### src/rtl/ram_fill_ctrl.sv
// rtl/ram_fill_ctrl.sv - SRAM background fill engine using Z80 refresh slots
// Writes a constant byte across a wrapping address range; otherwise passes decoder signals through.
module ram_fill_ctrl #(
   parameter int ADR_W = 20
) (
   input  logic             clk,
   input  logic             reset,
   input  logic             start,
   input  logic             abort,
   input  logic [7:0]       fill_data,
   input  logic [ADR_W-1:0] start_adr,
   input  logic [ADR_W-1:0] end_adr,
   input  logic             mreq_b,
   input  logic             rfsh_b,
   input  logic             cpu_ramcs0_b,
   input  logic             cpu_ramcs1_b,
   input  logic             cpu_ramoe_b,
   input  logic             cpu_ramwe_b,
   input  logic [4:0]       cpu_ramadrhi,
   input  logic [13:0]      cpu_adr,
   output logic             ramcs0_b,
   output logic             ramcs1_b,
   output logic             ramoe_b,
   output logic             ramwe_b,
   output logic [4:0]       ramadrhi,
   output logic [13:0]      ramadrlo,
   output logic [7:0]       ram_dout,
   output logic             ram_doe,
   output logic             busy,
   output logic             done,
   output logic             aborted
);

   typedef enum logic [1:0] {IDLE, WAIT_SLOT, WRITE, RECOVER} state_t;

   state_t           state, state_d;
   logic [ADR_W-1:0] adr_q, end_q;
   logic [7:0]       data_q;
   logic             abort_pend;
   logic             slot, owned;
   logic             load, advance, finish, take_abort;

   assign slot = ~mreq_b & ~rfsh_b;

   always_ff @(posedge clk or posedge reset) begin
      if (reset) state <= IDLE;
      else       state <= state_d;
   end

   always_comb begin
      state_d    = state;
      load       = 1'b0;
      advance    = 1'b0;
      finish     = 1'b0;
      take_abort = 1'b0;
      case (state)
         IDLE: begin
            if (start) begin
               load    = 1'b1;
               state_d = WAIT_SLOT;
            end
         end
         WAIT_SLOT: begin
            // A deferred abort is honoured here, never mid-write
            if (abort || abort_pend) begin
               take_abort = 1'b1;
               state_d    = IDLE;
            end else if (slot) begin
               state_d = WRITE;
            end
         end
         WRITE: begin
            if (slot) begin
               if (adr_q == end_q) begin
                  finish  = 1'b1;
                  state_d = IDLE;
               end else begin
                  advance = 1'b1;
                  state_d = RECOVER;
               end
            end else begin
               state_d = WAIT_SLOT;
            end
         end
         RECOVER: begin
            if (mreq_b) state_d = WAIT_SLOT;
         end
         default: state_d = IDLE;
      endcase
   end

   always_ff @(posedge clk or posedge reset) begin
      if (reset) begin
         adr_q      <= '0;
         end_q      <= '0;
         data_q     <= '0;
         busy       <= 1'b0;
         done       <= 1'b0;
         aborted    <= 1'b0;
         abort_pend <= 1'b0;
      end else begin
         done <= finish;
         if (load) begin
            adr_q      <= start_adr;
            end_q      <= end_adr;
            data_q     <= fill_data;
            busy       <= 1'b1;
            aborted    <= 1'b0;
            abort_pend <= 1'b0;
         end
         if (abort && (state == WRITE || state == RECOVER))
            abort_pend <= 1'b1;
         if (advance)
            adr_q <= adr_q + ADR_W'(1);
         if (finish) begin
            busy       <= 1'b0;
            abort_pend <= 1'b0;
         end
         if (take_abort) begin
            aborted    <= 1'b1;
            busy       <= 1'b0;
            abort_pend <= 1'b0;
         end
      end
   end

   // Strobe follows the live slot so it releases the instant the refresh cycle ends
   assign owned    = (state == WRITE);
   assign ramcs0_b = owned ? (adr_q[ADR_W-1] ? 1'b1 : mreq_b) : cpu_ramcs0_b;
   assign ramcs1_b = owned ? (adr_q[ADR_W-1] ? mreq_b : 1'b1) : cpu_ramcs1_b;
   assign ramoe_b  = owned ? 1'b1 : cpu_ramoe_b;
   assign ramwe_b  = owned ? (mreq_b | rfsh_b) : cpu_ramwe_b;
   assign ramadrhi = owned ? adr_q[18:14] : cpu_ramadrhi;
   assign ramadrlo = owned ? adr_q[13:0] : cpu_adr;
   assign ram_dout = data_q;
   assign ram_doe  = owned;

endmodule

### config.mk
export PLATFORM = sky130hd
export DESIGN_NAME = ram_fill_ctrl
export DESIGN_NICKNAME = d
export VERILOG_FILES = /design/src/rtl/ram_fill_ctrl.sv
export SDC_FILE = /design/constraint.sdc
export NUM_CORES = 1
export LEC_CHECK = 0
export ABC_AREA = 1
export ABC_CLOCK_PERIOD_IN_PS = 2340
export CORE_MARGIN = 3
export CORE_UTILIZATION = 47
export DETAILED_ROUTE_END_ITERATION = 8
export HOLD_SLACK_MARGIN = 0.15
export PLACE_DENSITY = 0.91
export RECOVER_POWER = 25
export SETUP_SLACK_MARGIN = 0.5
export SYNTH_ARGS = -nofsm -noshare
export SYNTH_HDL_FRONTEND = slang
export SYNTH_SLANG_ARGS = --single-unit
export TNS_END_PERCENT = 50
### constraint.sdc
create_clock -name clk -period 2.34 [get_ports clk]
set_input_delay 0.468 -clock clk [delete_from_list [all_inputs] [get_ports clk]]
set_output_delay 0.468 -clock clk [all_outputs]
set_load 0.01 [all_outputs]
==> results.py, run 1 <==
metrics = {
    "clock_tree": {
        "htree_num_levels": 2,
        "cts_root_buf": "clkbuf_8",
        "clkSlewWorstSetupHoldPaths_ns": 0.09,
        "clock_sinks": 54,
        "cts_made_buffers": 5,
        "clk_latency_ns": 0.31,
        "hold_buffers": 0,
        "tritoncts": "built",
        "max-clock-path-buffers": 2,
    },
    "synth": {
        "synth_edf_count": 0,
        "yosys_warnings": 0,
        "yosys-top-cells-area": "dfrtp_1, nand2_1, nand3_1, o21ai_0, inv_1",
        "synth_area_leader_cell": "dfrtp_1",
        "syn_area_mm2": 0.00352,
        "async_reset_ff_share_pct": 100,
        "synth_fp_nets": 613,
        "synth_top_area_share_pct": 38.3,
        "netlist_instances": 531,
        "synth_cell_types": 29,
        "ys_seq_area_share_pct": 38.3,
        "synth-seq-cells": 54,
        "synthFlopType": "dfrtp_1",
        "syn_area_per_cell_um2": 6.64,
    },
    "floorplanning": {
        "dieHeight_um": 92.6,
        "dieArea_mm2": 0.00857,
        "rows": 30,
        "fp.dieW_um": 92.6,
        "initial_core_util_pct": 50.2,
        "core_region_area_mm2": 0.00702,
        "ioPinCount": 112,
    },
    "placement": {
        "port_buffers": 111,
        "dp_cells": 720,
        "gp_congestion": 0.844,
        "dp_hpwl_um": 7130,
    },
    "critical_path": {
        "cp_max_fo": 8,
        "cpMaxStageDelayCell": "dfrtp_1",
        "crit_type": "reg2out",
        "start_kind": "register",
        "slowest_delay_ns": 0.41,
        "cp.required_ns": 1.87,
        "end_kind": "primary output",
        "crit_chain": "inv_2 -> ha_4 -> clkinv_8 -> buf_6 -> nor2_4 -> nor2_1 -> buf_2",
        "cp_data_arrival_time_ns": 1.54,
    },
    "timing": {
        "timing.final.crit_period_ns": 2.01,
        "max_freq_ghz": 0.498,
        "tightest_slew_ns": 0.806,
        "skew_ns": 0.00898,
        "finalHoldViolCount": 0,
        "rsz0062_at_grt": "true",
        "fin_crit_sh_pct": 85.9,
        "setup_viol": 0,
        "setup_tns_ns": 0,
        "maxSlewHeadroom_pct": 46.2,
        "drv_slew": 0,
    },
    "drt": {
        "vias": 3868,
        "ant_nets": 0,
        "routedWlPerCell_um": 14.9,
        "drt_iter0_drc": 290,
        "wirelength_um": 11200,
        "drc": 0,
        "drt_pass1_iterations": 5,
        "via_per_inst": 5.16,
    },
    "pwr": {
        "seqPwrFrac_pct": 38.3,
        "power_density_mw_per_mm2": 945,
        "p_sw_mw": 2.17,
        "ir_worst_vdd_mv": 0.554,
        "p_leak_nw": 2.59,
        "power.total_mw": 4.89,
        "p_sw_share_pct": 44.3,
        "pwr-share-comb_pct": 51.4,
        "pwr-share-clk_pct": 10.4,
        "p_int_mw": 2.72,
    },
    "layout": {
        "drive_gt1_share_pct": 18.7,
        "utilization_pct": 73.7,
        "n_antenna_cell": 0,
        "nets": 736,
        "instances_no_fill": 750,
        "area_delta_synth_final_pct": 46.8,
    },
    "grt": {
        "grt_pass1_vias": 3732,
        "grt.total_usage_pct": 25.1,
        "grt_use_met1_pct": 30.7,
        "antenna_found_initial": 0,
        "gr-usage-met2_pct": 43.6,
        "grt_overflow": 0,
        "grt_start_max_net_pins": 42,
        "busiest_layer": "met2",
        "met3_usage_pct": 6.34,
        "grt_pass1_wl_um": 17500,
    },
    "run_status": {
        "status": "completed",
    },
    "flow_run": {
        "maxCapViolations": 0,
    },
    "min_path": {
        "hold_class": "reg2reg",
    },
}
[registers in the layout, indices dropped and copies added (netlist names)]
| signal | cells |
|---|---|
| done | 1 |
| abort_pend | 1 |
| adr_q | 20 |
| state | 2 |
| ram_dout | 8 |
| end_q | 20 |
| busy | 1 |
| aborted | 1 |
[through the flow]
stage | area [um^2] | hold slack [ns] | setup slack [ns]
after floorplan | 3530 | 0.468 | 0.528
after global placement | 4720 | 0.462 | 0.0251
after detailed placement | 4720 | 0.465 | 0.0277
after CTS | 4910 | 0.489 | 0.381
after global routing | 5170 | 0.503 | 0.266
final | 5170 | 0.487 | 0.331
[repair_timing]
item                                    CTS  global route
resized for setup                       134            31
pin swaps                                 9             5
endpoints found under the setup margin   45            48
cloned                                    2             4
buffers inserted                          8             9
[worst max-delay path, delay by kind of cell, from the launching register on]
family        cells  cell delay [ns]
buf+inv           4             0.45
simple gates      2             0.19
fa+ha+maj         1             0.18
flops             1             0.41
[per-layer routing]
metal  wire [um]  share of wire (%)
met1        4480                 40
met2        5450                 49
met3         987                8.8
met4         260                2.3
met5           0                  0
[cell families (layout without fill, tap and decap cells)]
group	Yosys count	count (layout)	synth area share [%]
compound gates	35	35	5.15
xor+xnor	17	17	4.22
fa+ha+maj	5	5	1.77
buf+inv	70	193	8.80
flops	54	54	38.3
simple gates	350	350	41.7
[power by group through the flow]
stage                     clock, mW  combinational, mW  sequential [mW]
final                         0.506               2.51             1.87
after floorplan                   0               1.59             1.69
after global placement            0               2.18             1.80
after detailed placement          0               2.27             1.83
after CTS                     0.511               2.38             1.83
after global routing          0.549               2.83             1.93
[placed cells by master (no fill, tap or decap), types with 2 or more instances in the layout]
master | synthesis | routed
a21oi_1 | 3 | 2
nor2_4 | 2 | 4
ha_1 | 5 | 4
buf_12 | 0 | 5
nand3_1 | 48 | 47
or2_4 | 0 | 2
buf_16 | 0 | 2
nor3_1 | 4 | 4
clkbuf_8 | 0 | 5
nand2_1 | 242 | 226
nand4_1 | 4 | 4
nor2_2 | 5 | 5
dfrtp_1 | 54 | 45
clkdlybuf4s50_1 | 0 | 86
nor2_1 | 30 | 28
inv_2 | 6 | 7
clkbuf_16 | 0 | 3
buf_2 | 7 | 19
nand2_4 | 1 | 7
buf_6 | 2 | 10
xor2_1 | 10 | 10
o21ai_0 | 28 | 15
o21ai_1 | 2 | 14
clkbuf_1 | 14 | 2
nand2_2 | 11 | 20
dfrtp_2 | 0 | 9
buf_4 | 0 | 16
xnor2_1 | 7 | 7
inv_1 | 34 | 33
[worst paths after layout]
path                             startpoint     endpoint  slack (ns)  depth (start not counted)
min in group asynchronous             reset     state[1]        0.74                          2
worst max-delay path               state[0]      ramwe_b        0.33                          7
worst max register to register     state[0]     adr_q[7]        0.51                         11
worst min-delay path            ram_dout[5]  ram_dout[5]        0.49                          2
max in group asynchronous             reset     adr_q[8]        0.91                          3
worst min register to register  ram_dout[5]  ram_dout[5]        0.49                          2
[cell type report]
cell class | instances | area (um^2)
inverters | 42 | 170
well taps | 96 | 120
clock buffers | 7 | 76.3
repair buffers | 144 | 1450
multi-input cells | 407 | 1990
fillers | 509 | 1850
flip-flops and latches | 54 | 1360
[synthesized netlist by cell type, types with 3 or more instances]
library cell,instances
nand2_1,242
dfrtp_1,54
nand3_1,48
inv_1,34
nor2_1,30
o21ai_0,28
clkbuf_1,14
nand2_2,11
xor2_1,10
buf_2,7
xnor2_1,7
inv_2,6
ha_1,5
nor2_2,5
nand4_1,4
nor3_1,4
a21oi_1,3
Power figures use the tool's default switching activity.
==> run 2: changes to the inputs <==
--- a/config.mk
+++ b/config.mk
@@ -7,6 +7,7 @@
 export LEC_CHECK = 0
 export ABC_AREA = 1
 export ABC_CLOCK_PERIOD_IN_PS = 2340
+export CORE_ASPECT_RATIO = 1.5
 export CORE_MARGIN = 3
 export CORE_UTILIZATION = 47
 export DETAILED_ROUTE_END_ITERATION = 8
==> results.py, run 2 (same netlist as run 1, synthesis figures left out) <==
metrics = {
    "layout": {
        "mostFrequentLayoutCells": "nand2_1, clkdlybuf4s50_1, dfrtp_1",
        "area_delta_synth_final_pct": 46.4,
        "drive_gt1_share_pct": 19.3,
        "fillers": 512,
        "nets": 729,
        "instances_no_fill": 748,
        "n_antenna_cell": 0,
        "final_common_cell": "nand2_1",
        "register_area_mm2": 0.00136,
        "multi_input_comb_area_mm2": 0.00207,
    },
    "floorplanning": {
        "fp.dieW_um": 76.7,
        "dieHeight_um": 112,
        "ioPinCount": 112,
        "initial_core_util_pct": 48.5,
        "rows": 38,
        "core_region_area_mm2": 0.00727,
        "dieArea_mm2": 0.00860,
    },
    "grt": {
        "grt_pass1_wl_um": 17900,
        "grt_start_max_net_pins": 55,
        "grt_overflow": 0,
        "antenna_found_initial": 0,
        "grt_pass1_vias": 3855,
        "grt.total_usage_pct": 25.9,
    },
    "drt": {
        "via_per_inst": 5.37,
        "ant_nets": 0,
        "vias": 4019,
        "drt_iter0_drc": 503,
        "drc": 0,
        "routedWlPerCell_um": 16.5,
        "wl_met3_um": 858,
        "drt_pass1_iterations": 8,
        "route.met2.wl_um": 6610,
        "highest_layer": "met4",
        "wirelength_um": 12300,
        "wl_met1_um": 4130,
    },
    "timing": {
        "rsz0062_at_grt": "true",
        "drv_slew": 0,
        "tightest_slew_ns": 1.40,
        "maxSlewHeadroom_pct": 6.56,
        "skew_ns": 0.0213,
        "fin_crit_sh_pct": 88.3,
        "max_freq_ghz": 0.484,
        "timing.final.crit_period_ns": 2.07,
        "finalHoldViolCount": 0,
        "setup_tns_ns": 0,
        "setup_viol": 0,
    },
    "pwr": {
        "p_leak_nw": 2.55,
        "ir_worst_vdd_mv": 0.702,
        "power_density_mw_per_mm2": 996,
    },
    "critical_path": {
        "end_kind": "primary output",
        "cp_max_fo": 4,
        "start_kind": "register",
        "cp.required_ns": 1.87,
        "crit_type": "reg2out",
        "cp_data_arrival_time_ns": 1.60,
    },
    "clock_tree": {
        "tritoncts": "built",
        "htree_num_levels": 2,
        "cts_made_buffers": 5,
        "max-clock-path-buffers": 2,
        "cts_root_buf": "clkbuf_8",
        "clkSlewWorstSetupHoldPaths_ns": 0.10,
        "clk_latency_ns": 0.33,
        "clock_sinks": 54,
    },
    "min_path": {
        "hold_class": "reg2reg",
    },
    "placement": {
        "port_buffers": 111,
        "dp_hpwl_um": 7590,
        "dp_cells": 723,
        "gp_congestion": 0.910,
    },
    "flow_run": {
        "maxCapViolations": 0,
    },
    "run_status": {
        "status": "completed",
    },
}
==> run 2: changes by cell type in the layout (fill, tap and decap cells not counted), sizes merged <==
cell,before,now
buf,53,45
clkbuf,10,8
clkdlybuf4s15,0,2
clkinv,2,4
nand2,254,256
clkdlybuf4s50,86,87
dlygate4sd2,1,0
dlygate4sd3,1,0
inv,40,39
==> run 2: worst paths after layout <==
| kind | from | endpoint | slack [ns] | cells past startpoint |
|---|---|---|---|---|
| setup / recovery | state[0] | ramadrlo[8] | 0.27 | 7 |
| hold / removal | ram_dout[1] | ram_dout[1] | 0.49 | 2 |
| setup reg to reg | state[0] | busy | 0.42 | 9 |
| hold reg to reg | ram_dout[1] | ram_dout[1] | 0.49 | 2 |
| max in group asynchronous | reset | adr_q[18] | 0.48 | 3 |
| min in group asynchronous | reset | busy | 0.92 | 3 |
==> run 2: timing repair <==
| action | 4_1_cts | 5_1_grt |
|---|---|---|
| endpoints found under the setup margin | 45 | 48 |
| buffers inserted | 6 | 5 |
| gates cloned | 4 | 2 |
| resized for setup | 135 | 33 |
| hold buffers | 0 | 0 |
| pin swaps | 2 | 2 |
==> run 2: stage by stage <==
stage	power, mW	utilization, %	area [um^2]	worst slack, ns	hold slack (ns)
6_report	5.14	70.9	5160	0.275	0.489
5_1_grt	5.47	70.9	5160	0.222	0.535
4_1_cts	4.90	68.4	4980	0.357	0.491
3_5_place_dp	4.18	64.9	4720	0.0676	0.465
3_3_place_gp	4.05	64.9	4720	0.0804	0.465
2_1_floorplan	3.28	-	3530	0.528	0.468
==> run 2: metal layers <==
metal | vias up | GRT usage, %
li1 | 1875 | -
met1 | 1842 | 27.0
met2 | 239 | 48.7
met3 | 63 | 3.45
met4 | 0 | 15.4
met5 | - | 0
==> run 2: cell type report <==
type | instances | share of cell area, %
inverters | 42 | 3.30
flip-flops and latches | 54 | 26.3
clock inverters | 1 | 0.170
well taps | 100 | 2.42
repair buffers | 135 | 25.8
multi-input cells | 409 | 40.1
clock buffers | 7 | 1.87
==> run 2: worst max-delay path, cell delays in order (launching register included) <==
cell	delay, ns
dfrtp_1	0.41
inv_2	0.09
ha_4	0.20
buf_4	0.15
buf_16	0.11
nand2_1	0.08
nand2_1	0.11
buf_2	0.13
==> run 2: power by group <==
part	switching, mW	internal [mW]
registers	0.518	1.38
clock network	0.340	0.272
logic	1.50	1.13
